`src/rtl/uart_defs.sv`:
```
// Shared constants for the Wishbone UART transmitter: register offsets,
// STATUS/CTRL bit positions, reset divisor and FSM state encoding.
package uart_defs;

    localparam int unsigned DEFAULT_DIV_RST = 433;
    localparam int unsigned DIV_W           = 16;
    localparam int unsigned CTRL_W          = 4;
    localparam int unsigned BUS_W           = 32;

    localparam logic [1:0] ADR_TXDATA  = 2'd0;
    localparam logic [1:0] ADR_STATUS  = 2'd1;
    localparam logic [1:0] ADR_BAUDDIV = 2'd2;
    localparam logic [1:0] ADR_CTRL    = 2'd3;

    localparam int unsigned ST_FULL  = 0;
    localparam int unsigned ST_EMPTY = 1;
    localparam int unsigned ST_BUSY  = 2;
    localparam int unsigned ST_OVF   = 3;
    localparam int unsigned ST_COUNT = 8;

    localparam int unsigned CTRL_TX_EN   = 0;
    localparam int unsigned CTRL_IRQ_EN  = 1;
    localparam int unsigned CTRL_PAR_EN  = 2;
    localparam int unsigned CTRL_PAR_ODD = 3;

    typedef enum logic [2:0] {
        S_IDLE   = 3'd0,
        S_START  = 3'd1,
        S_DATA   = 3'd2,
        S_PARITY = 3'd3,
        S_STOP   = 3'd4
    } tx_state_e;

endpackage

```
`src/rtl/wb_uart_tx_if.sv`:
```
// Wishbone classic bus bundle between the interconnect (master) and the
// UART transmitter (slave).
interface wb_uart_tx_if;
    logic        wb_cyc_i;
    logic        wb_stb_i;
    logic        wb_we_i;
    logic [31:0] wb_adr_i;
    logic [3:0]  wb_sel_i;
    logic [31:0] wb_dat_i;
    logic [31:0] wb_dat_o;
    logic        wb_ack_o;

    modport slave (
        input  wb_cyc_i, wb_stb_i, wb_we_i, wb_adr_i, wb_sel_i, wb_dat_i,
        output wb_dat_o, wb_ack_o
    );

    modport master (
        output wb_cyc_i, wb_stb_i, wb_we_i, wb_adr_i, wb_sel_i, wb_dat_i,
        input  wb_dat_o, wb_ack_o
    );
endinterface

```
`src/rtl/uart_tx_fifo.sv`:
```
// Synchronous byte FIFO of depth 2**FIFO_AW; pushes while full and pops
// while empty are ignored.
module uart_tx_fifo #(
    parameter int unsigned FIFO_AW = 4
) (
    input  logic             clk,
    input  logic             rst,
    input  logic             push,
    input  logic [7:0]       wdata,
    input  logic             pop,
    output logic [7:0]       rdata_c,
    output logic             full_c,
    output logic             empty_c,
    output logic [FIFO_AW:0] count
);
    localparam int unsigned DEPTH = 1 << FIFO_AW;
    localparam int unsigned CW    = FIFO_AW + 1;

    logic [7:0]         mem_q [DEPTH];
    logic [FIFO_AW-1:0] wr_ptr_q, wr_ptr_d;
    logic [FIFO_AW-1:0] rd_ptr_q, rd_ptr_d;
    logic [CW-1:0]      count_q, count_d;
    logic               do_push_c, do_pop_c;

    assign full_c    = (count_q == CW'(DEPTH));
    assign empty_c   = (count_q == '0);
    assign do_push_c = push & ~full_c;
    assign do_pop_c  = pop & ~empty_c;
    assign rdata_c   = mem_q[rd_ptr_q];
    assign count     = count_q;

    // Pointers wrap naturally at the FIFO_AW-bit width.
    always_comb begin
        wr_ptr_d = wr_ptr_q;
        rd_ptr_d = rd_ptr_q;
        count_d  = count_q;
        if (do_push_c) wr_ptr_d = wr_ptr_q + FIFO_AW'(1);
        if (do_pop_c)  rd_ptr_d = rd_ptr_q + FIFO_AW'(1);
        case ({do_push_c, do_pop_c})
            2'b10:   count_d = count_q + CW'(1);
            2'b01:   count_d = count_q - CW'(1);
            default: count_d = count_q;
        endcase
    end

    always_ff @(posedge clk or posedge rst) begin
        if (rst) begin
            wr_ptr_q <= '0;
            rd_ptr_q <= '0;
            count_q  <= '0;
        end else begin
            wr_ptr_q <= wr_ptr_d;
            rd_ptr_q <= rd_ptr_d;
            count_q  <= count_d;
        end
    end

    always_ff @(posedge clk) begin
        if (do_push_c) mem_q[wr_ptr_q] <= wdata;
    end

endmodule

```
`src/rtl/wb_uart_tx.sv`:
```
// Wishbone classic slave that queues CPU bytes and sends them as 8N1 UART
// frames. Optional parity bit compiled in with UART_TX_PARITY_EN.
module wb_uart_tx
    import uart_defs::*;
#(
    parameter int unsigned FIFO_AW     = 4,
    parameter int unsigned DEFAULT_DIV = DEFAULT_DIV_RST
) (
    input  logic        wb_clk_i,
    input  logic        wb_rst_i,
    wb_uart_tx_if.slave wb,
    output logic        uart_txd_o,
    output logic        uart_int_o
);
    localparam int unsigned CW = FIFO_AW + 1;

    logic              ack_q, ack_d;
    logic [BUS_W-1:0]  dat_q, dat_d;
    logic [DIV_W-1:0]  div_q, div_d;
    logic [CTRL_W-1:0] ctrl_q, ctrl_d;
    logic              ovf_q, ovf_d;
    logic              int_q, int_d;
    logic              txd_q, txd_d;
    tx_state_e         state_q, state_d;
    logic [DIV_W-1:0]  cnt_q, cnt_d;
    logic [2:0]        bit_q, bit_d;
    logic [7:0]        shift_q, shift_d;
`ifdef UART_TX_PARITY_EN
    logic              par_q, par_d;
`endif

    logic             req_c, wr_c, push_c, pop_c, load_c, tick_c, start_ok_c;
    logic [1:0]       adr_c;
    logic [BUS_W-1:0] rdata_c;
    logic [7:0]       fifo_rdata_c;
    logic             full_c, empty_c;
    logic [CW-1:0]    fifo_count;
    logic             unused_bus_c;

    // A request is taken only while ack is low; side effects land in the ack cycle.
    assign req_c      = wb.wb_cyc_i & wb.wb_stb_i & ~ack_q;
    assign wr_c       = ack_q & wb.wb_cyc_i & wb.wb_stb_i & wb.wb_we_i;
    assign adr_c      = wb.wb_adr_i[3:2];
    assign tick_c     = (cnt_q == '0);
    assign start_ok_c = ctrl_q[CTRL_TX_EN] & ~empty_c;
    assign unused_bus_c = ^{wb.wb_adr_i[31:4], wb.wb_adr_i[1:0],
                            wb.wb_sel_i[3:2], wb.wb_dat_i[31:16]};

    uart_tx_fifo #(.FIFO_AW(FIFO_AW)) u_fifo (
        .clk     (wb_clk_i),
        .rst     (wb_rst_i),
        .push    (push_c),
        .wdata   (wb.wb_dat_i[7:0]),
        .pop     (pop_c),
        .rdata_c (fifo_rdata_c),
        .full_c  (full_c),
        .empty_c (empty_c),
        .count   (fifo_count)
    );

    // Register read mux, sampled into dat_q when the request is accepted.
    always_comb begin
        rdata_c = '0;
        case (adr_c)
            ADR_STATUS: begin
                rdata_c[ST_FULL]        = full_c;
                rdata_c[ST_EMPTY]       = empty_c;
                rdata_c[ST_BUSY]        = (state_q != S_IDLE);
                rdata_c[ST_OVF]         = ovf_q;
                rdata_c[ST_COUNT +: CW] = fifo_count;
            end
            ADR_BAUDDIV: rdata_c[DIV_W-1:0]  = div_q;
            ADR_CTRL:    rdata_c[CTRL_W-1:0] = ctrl_q;
            default:     rdata_c = '0;
        endcase
    end

    // Bus handshake and register writes.
    always_comb begin
        ack_d  = req_c;
        dat_d  = (req_c && !wb.wb_we_i) ? rdata_c : '0;
        div_d  = div_q;
        ctrl_d = ctrl_q;
        ovf_d  = ovf_q;
        push_c = 1'b0;
        int_d  = ctrl_q[CTRL_IRQ_EN] & empty_c & (state_q == S_IDLE);
        if (wr_c) begin
            case (adr_c)
                ADR_TXDATA: push_c = wb.wb_sel_i[0];
                ADR_STATUS: if (wb.wb_sel_i[0] && wb.wb_dat_i[ST_OVF]) ovf_d = 1'b0;
                ADR_BAUDDIV: begin
                    if (wb.wb_sel_i[0]) div_d[7:0]  = wb.wb_dat_i[7:0];
                    if (wb.wb_sel_i[1]) div_d[15:8] = wb.wb_dat_i[15:8];
                end
                ADR_CTRL: if (wb.wb_sel_i[0]) begin
                    ctrl_d[1:0] = wb.wb_dat_i[1:0];
`ifdef UART_TX_PARITY_EN
                    ctrl_d[3:2] = wb.wb_dat_i[3:2];
`endif
                end
                default: ;
            endcase
        end
        // Overflow is judged on the pre-pop fill level.
        if (push_c && full_c) ovf_d = 1'b1;
    end

    // Transmit FSM: each bit lasts div_q+1 clocks, divisor sampled at bit start.
    always_comb begin
        state_d = state_q;
        cnt_d   = cnt_q;
        bit_d   = bit_q;
        shift_d = shift_q;
        txd_d   = txd_q;
        pop_c   = 1'b0;
        load_c  = 1'b0;
`ifdef UART_TX_PARITY_EN
        par_d   = par_q;
`endif
        case (state_q)
            S_IDLE: load_c = start_ok_c;
            S_START: begin
                if (tick_c) begin
                    state_d = S_DATA;
                    cnt_d   = div_q;
                    bit_d   = 3'd0;
                    txd_d   = shift_q[0];
                end else cnt_d = cnt_q - DIV_W'(1);
            end
            S_DATA: begin
                if (tick_c) begin
                    cnt_d = div_q;
                    if (bit_q == 3'd7) begin
                        state_d = S_STOP;
                        txd_d   = 1'b1;
`ifdef UART_TX_PARITY_EN
                        if (ctrl_q[CTRL_PAR_EN]) begin
                            state_d = S_PARITY;
                            txd_d   = par_q;
                        end
`endif
                    end else begin
                        bit_d   = bit_q + 3'd1;
                        shift_d = {1'b0, shift_q[7:1]};
                        txd_d   = shift_q[1];
                    end
                end else cnt_d = cnt_q - DIV_W'(1);
            end
`ifdef UART_TX_PARITY_EN
            S_PARITY: begin
                if (tick_c) begin
                    state_d = S_STOP;
                    cnt_d   = div_q;
                    txd_d   = 1'b1;
                end else cnt_d = cnt_q - DIV_W'(1);
            end
`endif
            S_STOP: begin
                if (tick_c) begin
                    if (start_ok_c) load_c  = 1'b1;
                    else            state_d = S_IDLE;
                end else cnt_d = cnt_q - DIV_W'(1);
            end
            default: state_d = S_IDLE;
        endcase
        // Pop the next byte and begin its start bit; shared by IDLE and STOP.
        if (load_c) begin
            pop_c   = 1'b1;
            shift_d = fifo_rdata_c;
            state_d = S_START;
            cnt_d   = div_q;
            txd_d   = 1'b0;
`ifdef UART_TX_PARITY_EN
            par_d   = (^fifo_rdata_c) ^ ctrl_q[CTRL_PAR_ODD];
`endif
        end
    end

    always_ff @(posedge wb_clk_i or posedge wb_rst_i) begin
        if (wb_rst_i) begin
            ack_q   <= 1'b0;
            dat_q   <= '0;
            div_q   <= DIV_W'(DEFAULT_DIV);
            ctrl_q  <= '0;
            ovf_q   <= 1'b0;
            int_q   <= 1'b0;
            txd_q   <= 1'b1;
            state_q <= S_IDLE;
            cnt_q   <= '0;
            bit_q   <= '0;
            shift_q <= '0;
`ifdef UART_TX_PARITY_EN
            par_q   <= 1'b0;
`endif
        end else begin
            ack_q   <= ack_d;
            dat_q   <= dat_d;
            div_q   <= div_d;
            ctrl_q  <= ctrl_d;
            ovf_q   <= ovf_d;
            int_q   <= int_d;
            txd_q   <= txd_d;
            state_q <= state_d;
            cnt_q   <= cnt_d;
            bit_q   <= bit_d;
            shift_q <= shift_d;
`ifdef UART_TX_PARITY_EN
            par_q   <= par_d;
`endif
        end
    end

    assign wb.wb_ack_o = ack_q;
    assign wb.wb_dat_o = dat_q;
    assign uart_txd_o  = txd_q;
    assign uart_int_o  = int_q;

endmodule
```
`src/flat_wrapper.sv`:
```
// flat-port wrapper written by rule: the top's interface ports become plain ports
module wb_uart_tx_flat import uart_defs::*;
#(
    parameter int unsigned FIFO_AW     = 4,
    parameter int unsigned DEFAULT_DIV = DEFAULT_DIV_RST
)
  (wb_clk_i, wb_rst_i, uart_txd_o, uart_int_o, wb_wb_cyc_i, wb_wb_stb_i, wb_wb_we_i, wb_wb_adr_i, wb_wb_sel_i, wb_wb_dat_i, wb_wb_dat_o, wb_wb_ack_o);
  wb_uart_tx_if wb_i ();
  input  logic wb_clk_i;
  input  logic wb_rst_i;
  output logic uart_txd_o;
  output logic uart_int_o;
  input wire logic [$bits(wb_i.wb_cyc_i)-1:0] wb_wb_cyc_i;
  input wire logic [$bits(wb_i.wb_stb_i)-1:0] wb_wb_stb_i;
  input wire logic [$bits(wb_i.wb_we_i)-1:0] wb_wb_we_i;
  input wire logic [$bits(wb_i.wb_adr_i)-1:0] wb_wb_adr_i;
  input wire logic [$bits(wb_i.wb_sel_i)-1:0] wb_wb_sel_i;
  input wire logic [$bits(wb_i.wb_dat_i)-1:0] wb_wb_dat_i;
  output wire logic [$bits(wb_i.wb_dat_o)-1:0] wb_wb_dat_o;
  output wire logic [$bits(wb_i.wb_ack_o)-1:0] wb_wb_ack_o;
  assign wb_i.wb_cyc_i = wb_wb_cyc_i;
  assign wb_i.wb_stb_i = wb_wb_stb_i;
  assign wb_i.wb_we_i = wb_wb_we_i;
  assign wb_i.wb_adr_i = wb_wb_adr_i;
  assign wb_i.wb_sel_i = wb_wb_sel_i;
  assign wb_i.wb_dat_i = wb_wb_dat_i;
  assign wb_wb_dat_o = wb_i.wb_dat_o;
  assign wb_wb_ack_o = wb_i.wb_ack_o;
  wb_uart_tx #(.FIFO_AW(FIFO_AW), .DEFAULT_DIV(DEFAULT_DIV)) u_core (.wb_clk_i(wb_clk_i), .wb_rst_i(wb_rst_i), .wb(wb_i), .uart_txd_o(uart_txd_o), .uart_int_o(uart_int_o));
endmodule
```
`config.mk`:
```
export PLATFORM = sky130hd
export DESIGN_NAME = wb_uart_tx_flat
export DESIGN_NICKNAME = d
export VERILOG_FILES = /design/src/rtl/uart_defs.sv /design/src/rtl/wb_uart_tx_if.sv /design/src/rtl/uart_tx_fifo.sv /design/src/rtl/wb_uart_tx.sv /design/src/flat_wrapper.sv
export SDC_FILE = /design/constraint.sdc
export NUM_CORES = 1
export LEC_CHECK = 0
export BUFFER_PORTS_ARGS = -buffer_cell sky130_fd_sc_hd__buf_4
export CELL_PAD_IN_SITES_DETAIL_PLACEMENT = 0
export CELL_PAD_IN_SITES_GLOBAL_PLACEMENT = 1
export CORE_ASPECT_RATIO = 0.75
export CORE_UTILIZATION = 52
export DETAILED_ROUTE_END_ITERATION = 7
export PLACE_DENSITY = 0.94
export SKIP_CTS_REPAIR_TIMING = 1
export SYNTH_ARGS = -nofsm -noshare
export SYNTH_HDL_FRONTEND = slang
export SYNTH_SLANG_ARGS = --single-unit
```
`constraint.sdc`:
```
create_clock -name wb_clk_i -period 9.4 [get_ports wb_clk_i]
set_clock_uncertainty 0.05 [all_clocks]
set_input_delay 1.41 -clock wb_clk_i [delete_from_list [all_inputs] [get_ports wb_clk_i]]
set_output_delay 1.41 -clock wb_clk_i [all_outputs]
set_load 0.05 [all_outputs]
```
==> metrics.csv, run 1 <==
metric,value,unit
outcome,completed,
Placement Cell Area,9590,sq um
Synth top area share,0.422,
Setup WS pre-CTS,4.77,ns
"Seq/Total Area, Yosys",0.645,
DP HPWL,12.0,mm
Post-synth top flop,edfxtp_1,
CP Class,flop to flop,
filler cell count,1251,
Core Rows,41,
via count,5217,
fin util,0.605,
Post-Layout Inst Area,10300,sq um
Total Routed Length,18.2,mm
"Arr. time, crit path",5.04,ns
Final setup viols,0,
vias per cell,5.85,
Initial Util,0.537,
Max-Cap Viols,0,
clk sinks,209,
GPL Wtd Cong,0.853,
post-route worst setup slack,4.73,ns
TritonCTS clock tree,built,
cell accounting for the most synthesized area,edfxtp_1,
hold crit path type,flop to flop,
"commonest non-fill, non-tap cell in the layout",edfxtp_1,
launch point of the worst reg-to-reg path,u_core.cnt_q[0]$_DFFE_PP0P_,
Setup TNS Final,0,ns
Avg Inst Size Synth,15.2,sq um
RSZ-0062 raised after global routing,false,
layout cells sized above 1,0.247,
required time of the critical path,9.77,ns
Worst-path clk slew,0.06,ns
Post-Syn Area,9120,sq um
Max transition margin,0.193,
initial antenna violation count,0,
Die Wd,155,um
Synth warnings,0,
worst slew pin tran,1.20,ns
leakage power,4.07,nW
die area,18100,sq um
Core ar.,17000,sq um
Fin. Hold Viols,0,
Cell variety after synth,59,
largest net degree at the start of global routing,82,
Final ANT Viol Nets,0,
CP max FO,23,
Slew Limit Fails,0,
DP Cell Count,855,
number of synthesized flops with an enable pin,128,
CP endpoint kind,flop,
Clock Latency Late Sink,0.49,ns
DRC Markers,0,
drt pass-1 iters,5,
port bufs,43,
post-layout min period,4.67,ns
Total Power,2.42,mW
initial drt markers,634,
# diodes,0,
floorplan die height,117,um
io pins,108,
drt wl/cell,20.4,um
number of H-tree levels,1,
CTS Buf Count,21,
"commonest non-fill, non-tap cells in the layout","edfxtp_1 (128), dfrtp_1 (74), buf_4 (49)",
CTS max path bufs,3,
remaining global-route overflow,0,
Power Density,236,nW/um^2
worst setup path end,u_core.u_fifo.count[4]$_DFFE_PP0P_,
Fmax achieved,214,MHz
peak supply drop,0.000186,V
worst hold start,u_core.uart_txd_o$_DFFE_PP1P_,
Register-to-Register Path Depth,16,
Root Buffer,clkbuf_16,
vias in the first global route,5183,
Startpoint Class,flop,
cells after synthesis,599,
crit path launch,u_core.cnt_q[0]$_DFFE_PP0P_,
"non-filler cells, final",892,
nets,732,
r2r endpoint,u_core.u_fifo.count[4]$_DFFE_PP0P_,
Reg2Reg Setup Slack,4.73,ns
synthesized flop and latch total,209,
Layout area overhead,12.7,%
final worst-path cycle share,0.497,
synth top area cells,"edfxtp_1 (42%), dfrtp_1 (21%), mux4_2 (9.9%), mux2_2 (2.8%), ha_1 (2.3%)",
GRT Util Overall,0.211,
first-pass GRT wire length,28.8,mm
"Async S/R FF share, synth",0.388,
Hold WS,0.433,ns
==> flip-flops by register name, summed over array words and instances, names as in the netlist, 3 cells and up <==
register and flops:
u_core.u_fifo.mem_q 128, u_core.cnt_q 16, u_core.div_q 16, u_core.wb.wb_dat_o 16, u_core.shift_q 8, u_core.u_fifo.count 5
u_core.u_fifo.rd_ptr_q 4, u_core.u_fifo.wr_ptr_q 4, u_core.bit_q 3, u_core.state_q 3
==> worst min path at each step <==
stage,endpoint,cells after the start
3_3_place_gp,u_core.wb.wb_ack_o$_DFF_PP0_,1
6_report,u_core.uart_txd_o$_DFFE_PP1P_,2
3_5_place_dp,u_core.uart_txd_o$_DFFE_PP1P_,2
4_1_cts,u_core.uart_txd_o$_DFFE_PP1P_,2
5_1_grt,u_core.uart_txd_o$_DFFE_PP1P_,2
2_1_floorplan,u_core.cnt_q[14]$_DFFE_PP0P_,1
==> power by group <==
group / switching (mW) / total (mW) / internal, mW / leakage (nW)
clock: 0.336 / 0.824 / 0.488 / 0.340
sequential: 0.114 / 1.16 / 1.04 / 2.22
combinational: 0.227 / 0.443 / 0.216 / 1.51
total: 0.676 / 2.42 / 1.75 / 4.07
==> synthesized netlist by cell type, drive strengths merged (2+ instances only) <==
library cell,n
o2bb2ai,6
dfrtp,75
buf,29
nor2,35
o22ai,3
a31oi,2
o21a,2
nand4,5
nor3b,5
clkbuf,15
a22oi,11
and3,8
o21ai,26
a222oi,2
ha,17
a211oi,3
or3,4
mux2i,17
dfstp,6
nand2b,2
a21o,3
nand2,31
edfxtp,128
a21oi,12
xor2,6
nor4,6
xnor2,7
mux4,40
inv,22
nand3,4
o22a,2
mux2,23
nor3,16
and2,9
nor2b,3
or4,2
==> layer usage <==
layer | part of all wire | vias up | global-route usage
met5 | 0 | - | 0
met4 | 0.023 | 0 | 0.0601
met3 | 0.059 | 27 | 0.0349
met2 | 0.47 | 192 | 0.335
met1 | 0.45 | 2668 | 0.305
li1 | - | 2330 | -
==> logic make-up after synthesis <==
family,Yosys count,share of synthesized area
xor+xnor,13,0.0125
flops,209,0.645
buf+inv,66,0.0361
other cells,1,0.000411
mux,80,0.146
compound gates,80,0.0587
fa+ha+maj,17,0.0233
simple gates,133,0.0785
==> area by class of cell <==
cell class                      count  area, sq um  area share
Inverter                           22         83.8     0.00816
Sequential cell                   209         5880       0.572
Tap cell                          236          295      0.0287
Clock inverter                     11          105      0.0102
Clock buffer                       26          574      0.0559
Timing Repair Buffer               49          368      0.0358
Multi-Input combinational cell    339         2970       0.289
==> worst max-delay path: stages (launching register included) <==
cell and delay, ns:
dfrtp_1 0.39, inv_1 0.11, ha_1 0.17, nor2b_1 0.38
nand4_4 0.21, or3_1 0.52, a21o_1 0.28, inv_1 0.61
ha_1 0.52, xor2_1 0.20, ha_1 0.22, a21boi_0 0.25
o22a_1 0.20, a21oi_1 0.08, xor2_1 0.14, nor2_1 0.13
xor2_1 0.15
Power figures use the tool's default switching activity.
==> run 2: changes to the inputs <==
Settings changed: CORE_UTILIZATION 52 to 44, PLACE_DENSITY 0.94 to 0.86.
Clock period 9.4 ns to 4 ns, I/O delays scaled along.
==> run 2 against run 1 <==
- first-iteration DRC count fell by 22%
- core utilization shrank 9.4 points
- highest routed layer unchanged
- largest cell class unchanged
- combinational power rose to 2.6 times the previous value
- power grew 130%
- design area grew 0.88%
- critical endpoint unchanged
- largest power group unchanged
- setup slack got worse by 4.4 ns
- routed wire length increased by 2.5%
- count of clock-buffer cells in the layout increased by 2
==> metrics.csv, run 2 (synthesized netlist as in run 1, its figures left out) <==
metric,value,unit
outcome,completed,
GPL Wtd Cong,0.878,
clk sinks,209,
Setup TNS Final,0,ns
RSZ-0062 raised after global routing,false,
share of power burned in registers,0.468,
first-pass GRT wire length,29.6,mm
CP Class,flop to flop,
Sw Pwr,1.62,mW
via count,5216,
met3 usage,0.0296,
Core Rows,45,
drt wl/cell,20.1,um
Power Density,549,nW/um^2
Max transition margin,0.125,
fin util,0.511,
"Largest stage delay, worst path",0.41,ns
remaining global-route overflow,0,
DRC Markers,0,
Max-Cap Viols,0,
met1 usage,0.287,
Slew Limit Fails,0,
Biggest register,u_core.u_fifo.mem_q,
Initial Util,0.450,
Root Buffer,clkbuf_16,
initial antenna violation count,0,
layout cells sized above 1,0.257,
DP HPWL,12.6,mm
max reg flops,128,
internal power,4.07,mW
hold crit path type,primary input to async pin,
cell breakdown of the critical path,inv_1 -> ha_1 -> nor2b_1 -> nand4_4 -> or3_1 -> a21o_1 -> inv_1 -> ha_1 -> xor2_1 -> ha_1 -> o21a_1 -> o22a_1 -> a21oi_1 -> xor2_1 -> nor2_1 -> xor2_1,
vias in the first global route,5193,
Clock Latency Late Sink,0.50,ns
Sw Ratio,0.285,
Total Routed Length,18.6,mm
met2 global-route usage,0.262,
die area,21300,sq um
filler cell count,1659,
number of H-tree levels,1,
nets,743,
Final ANT Viol Nets,0,
port bufs,43,
initial drt markers,493,
CTS Buf Count,21,
final worst-path cycle share,0.914,
TritonCTS clock tree,built,
Fin. Hold Viols,0,
largest net degree at the start of global routing,36,
CP endpoint kind,flop,
peak supply drop,0.000332,V
vias per cell,5.63,
Core ar.,20300,sq um
floorplan die height,127,um
CP max FO,8,
worst slew pin tran,1.30,ns
Layout area overhead,13.7,%
"commonest non-fill, non-tap cells in the layout","edfxtp_1 (128), dfrtp_1 (74), buf_4 (60)",
Die Wd,168,um
GR peak layer,met1,
required time of the critical path,4.32,ns
CP bufs+invs,2,
drt pass-1 iters,5,
Logic pwr share,0.201,
leakage power,4.11,nW
Fmax achieved,273,MHz
# diodes,0,
"Largest delay share family, worst path",simple AND/OR/NAND/NOR gates,
post-layout min period,3.66,ns
"commonest non-fill, non-tap cell in the layout",edfxtp_1,
GRT Util Overall,0.181,
Multi-input gate area,2970,sq um
Startpoint Class,flop,
CTS max path bufs,3,
"Arr. time, crit path",3.98,ns
Worst path slowest cell,or3_1,
Worst-path clk slew,0.06,ns
Clk network pwr share,0.332,
io pins,108,
Final setup viols,0,
register area,5880,sq um
-- run 2: layout make-up --
cell class / instances / share of cell area
clock inverter: 10 / 0.00749
inverter: 22 / 0.00809
multi-input combinational: 339 / 0.286
timing repair buffer: 60 / 0.0435
sequential: 209 / 0.567
tap: 258 / 0.0311
clock buffer: 28 / 0.0561
-- run 2: worst register-to-register path: cells and delay by family, from the launching register on --
family                     cells  cell delay, ns
xor gates and xnor gates       3            0.38
AOI/OAI and AO/OA              4            0.82
DFF                            1            0.39
and+or+nand+nor                4            1.09
buffers and inverters          2            0.20
adders and majority gates      3            0.60
-- run 2: worst paths after layout --
path / to / cells after the start / from / slack (ns)
min in group wb_clk_i: u_core.div_q[13]$_DFFE_PP0P_ / 2 / wb_wb_dat_i[13] / 0.28
max: u_core.u_fifo.count[4]$_DFFE_PP0P_ / 16 / u_core.cnt_q[0]$_DFFE_PP0P_ / 0.34
min reg2reg: u_core.wb.wb_ack_o$_DFF_PP0_ / 1 / u_core.wb.wb_ack_o$_DFF_PP0_ / 0.44
max in group asynchronous: u_core.div_q[4]$_DFFE_PP1P_ / 3 / wb_rst_i / 3.00
min: u_core.div_q[12]$_DFFE_PP0P_ / 2 / wb_rst_i / 0.09
max reg2reg: u_core.u_fifo.count[4]$_DFFE_PP0P_ / 16 / u_core.cnt_q[0]$_DFFE_PP0P_ / 0.34
-- run 2: layer usage --
layer | vias up | share of wire
met2 | 203 | 0.44
met4 | 0 | 0.018
met1 | 2630 | 0.47
li1 | 2354 | -
met3 | 29 | 0.077
met5 | - | 0
-- run 2: power groups by stage --
stage	sequential [mW]	clock, mW	combinational [mW]
floorplan	2.62	0	0.924
global placement	2.69	0	1.10
detailed placement	2.71	0	1.13
CTS	2.66	1.92	1.14
global route	2.70	2.01	1.24
finish	2.66	1.89	1.14
-- run 2: per-stage QoR --
stage | hold slack [ns] | power [mW] | instances | setup slack, ns | cell area [sq um]
6_report | 0.0906 | 5.69 | 926 | 0.343 | 10400
5_1_grt | 0.120 | 5.95 | 926 | 0.107 | 10400
4_1_cts | 0.0932 | 5.73 | 926 | 0.360 | 10400
3_5_place_dp | 0.428 | 3.84 | 888 | 0.363 | 9700
3_3_place_gp | 0.413 | 3.80 | 888 | 0.439 | 9700
2_1_floorplan | 0.407 | 3.54 | 614 | 0.000218 | 9180
==> run 3: changes to the inputs <==
Settings changed: BUFFER_PORTS_ARGS -buffer_cell sky130_fd_sc_hd__buf_4 to default, CORE_UTILIZATION 44 to 53, DONT_BUFFER_PORTS from default to 1, PLACE_DENSITY 0.86 to 0.89.
Clock period 4 ns to 3.9 ns, I/O delays scaled along.
==> run 3 against run 2 <==
- count of clock-buffer cells in the layout down 1
- core utilization up 8.6 points
- first-iteration DRC count down 4.5%
- non-clock buffer count down 41
- largest cell class unchanged
- via count down 2.1%
- global-route usage up 3.1 points
- critical path depth down 3
- hold slack better by 0.0030 ns
==> metrics.csv, run 3 (synthesized netlist as in run 1, its figures left out) <==
metric,value,unit
"Arr. time, crit path",3.96,ns
Power Density,591,nW/um^2
first-pass GRT wire length,28.6,mm
"commonest non-fill, non-tap cell in the layout",edfxtp_1,
Layout area overhead,10.2,%
filler cell count,1217,
Max-Cap Viols,0,
worst slew pin tran,0.956,ns
io pins,108,
post-route worst setup slack,0.270,ns
Final ANT Viol Nets,0,
required time of the critical path,4.23,ns
Setup TNS Final,0,ns
GRT Util Overall,0.212,
Core Rows,41,
vias in the first global route,5059,
Register-to-Register Path Depth,13,
CTS Buf Count,21,
Root Buffer,clkbuf_16,
GPL Wtd Cong,0.899,
hold crit path type,primary input to async pin,
initial antenna violation count,0,
Worst-path clk slew,0.06,ns
final worst-path cycle share,0.931,
remaining global-route overflow,0,
Total Power,5.94,mW
Clock Latency Late Sink,0.50,ns
CP endpoint kind,flop,
Max transition margin,0.363,
# diodes,0,
max reg flops,128,
outcome,completed,
Fmax achieved,275,MHz
via count,5106,
peak supply drop,0.000317,V
clk sinks,209,
Total Routed Length,18.2,mm
Biggest register,u_core.u_fifo.mem_q,
"Largest stage delay, worst path",0.58,ns
cell breakdown of the critical path,or4_1 -> o211ai_1 -> a21o_1 -> inv_1 -> ha_1 -> xor2_1 -> ha_1 -> o21a_1 -> o22a_1 -> a21oi_1 -> xor2_1 -> nor2_1 -> xor2_1,
Worst path slowest cell,or4_1,
Die Wd,153,um
Core ar.,16800,sq um
layout cells sized above 1,0.212,
RSZ-0062 raised after global routing,false,
Slew Limit Fails,0,
DP HPWL,12.4,mm
Initial Util,0.542,
Startpoint Class,flop,
"commonest non-fill, non-tap cells in the layout","edfxtp_1 (128), dfrtp_1 (74), mux4_2 (40)",
drt pass-1 iters,7,
port bufs,0,
die area,17700,sq um
largest net degree at the start of global routing,54,
number of H-tree levels,1,
leakage power,3.93,nW
Hold WS,0.0936,ns
Setup WS pre-CTS,0.329,ns
CP max FO,8,
initial drt markers,471,
CP Class,flop to flop,
nets,702,
CTS max path bufs,3,
DRC Markers,0,
TritonCTS clock tree,built,
Final setup viols,0,
vias per cell,6.06,
post-layout min period,3.63,ns
drt wl/cell,21.7,um
floorplan die height,116,um
Critical Path Most Common Cell,xor2_1,
Fin. Hold Viols,0,
[run 3: area by class of cell]
| type | instances | area (sq um) | area share |
|---|---|---|---|
| Sequential cell | 209 | 5880 | 0.585 |
| Clock inverter | 11 | 140 | 0.0139 |
| Clock buffer | 27 | 568 | 0.0565 |
| Multi-Input combinational cell | 339 | 2970 | 0.295 |
| Inverter | 22 | 83.8 | 0.00834 |
| Timing Repair Buffer | 19 | 143 | 0.0142 |
| Tap cell | 215 | 269 | 0.0268 |
[run 3: stage by stage]
step	std cells	instance area, sq um	utilization
floorplan	614	9180	-
global placement	804	9340	0.555
detailed placement	804	9340	0.555
CTS	842	10100	0.597
global route	842	10100	0.597
finish	842	10100	0.597
[run 3: power by group]
part	internal [mW]	switching (mW)
Sequential	2.52	0.214
Clock	1.24	0.832
Combinational	0.538	0.599
[run 3: path summary, 6_finish.rpt]
check | to | slack [ns] | start
worst max-delay path | u_core.u_fifo.count[4]$_DFFE_PP0P_ | 0.27 | u_core.u_fifo.count[2]$_DFFE_PP0P_
worst min-delay path | u_core.cnt_q[15]$_DFFE_PP0P_ | 0.09 | wb_rst_i
worst max register to register | u_core.u_fifo.count[4]$_DFFE_PP0P_ | 0.27 | u_core.u_fifo.count[2]$_DFFE_PP0P_
worst min register to register | u_core.ovf_q$_DFFE_PP0P_ | 0.46 | u_core.ovf_q$_DFFE_PP0P_
max in group asynchronous | u_core.div_q[8]$_DFFE_PP1P_ | 2.73 | wb_rst_i
min in group wb_clk_i | u_core.u_fifo.mem_q[11][1]$_DFFE_PP_ | 0.13 | wb_wb_dat_i[1]
[run 3: worst max-delay path, delay by kind of cell (launching register included)]
family	cells	cell delay, ns
compound gates	5	1.29
simple gates	2	0.65
xor+xnor	3	0.49
flops	1	0.47
fa+ha+maj	2	0.47
buf+inv	1	0.10
[run 3: per-layer routing]
layer	up-vias	share of wire	GRT usage
met3	22	0.063	0.0385
met2	180	0.45	0.321
met4	0	0.014	0.0473
met5	-	0	0
met1	2632	0.47	0.324
li1	2272	-	-
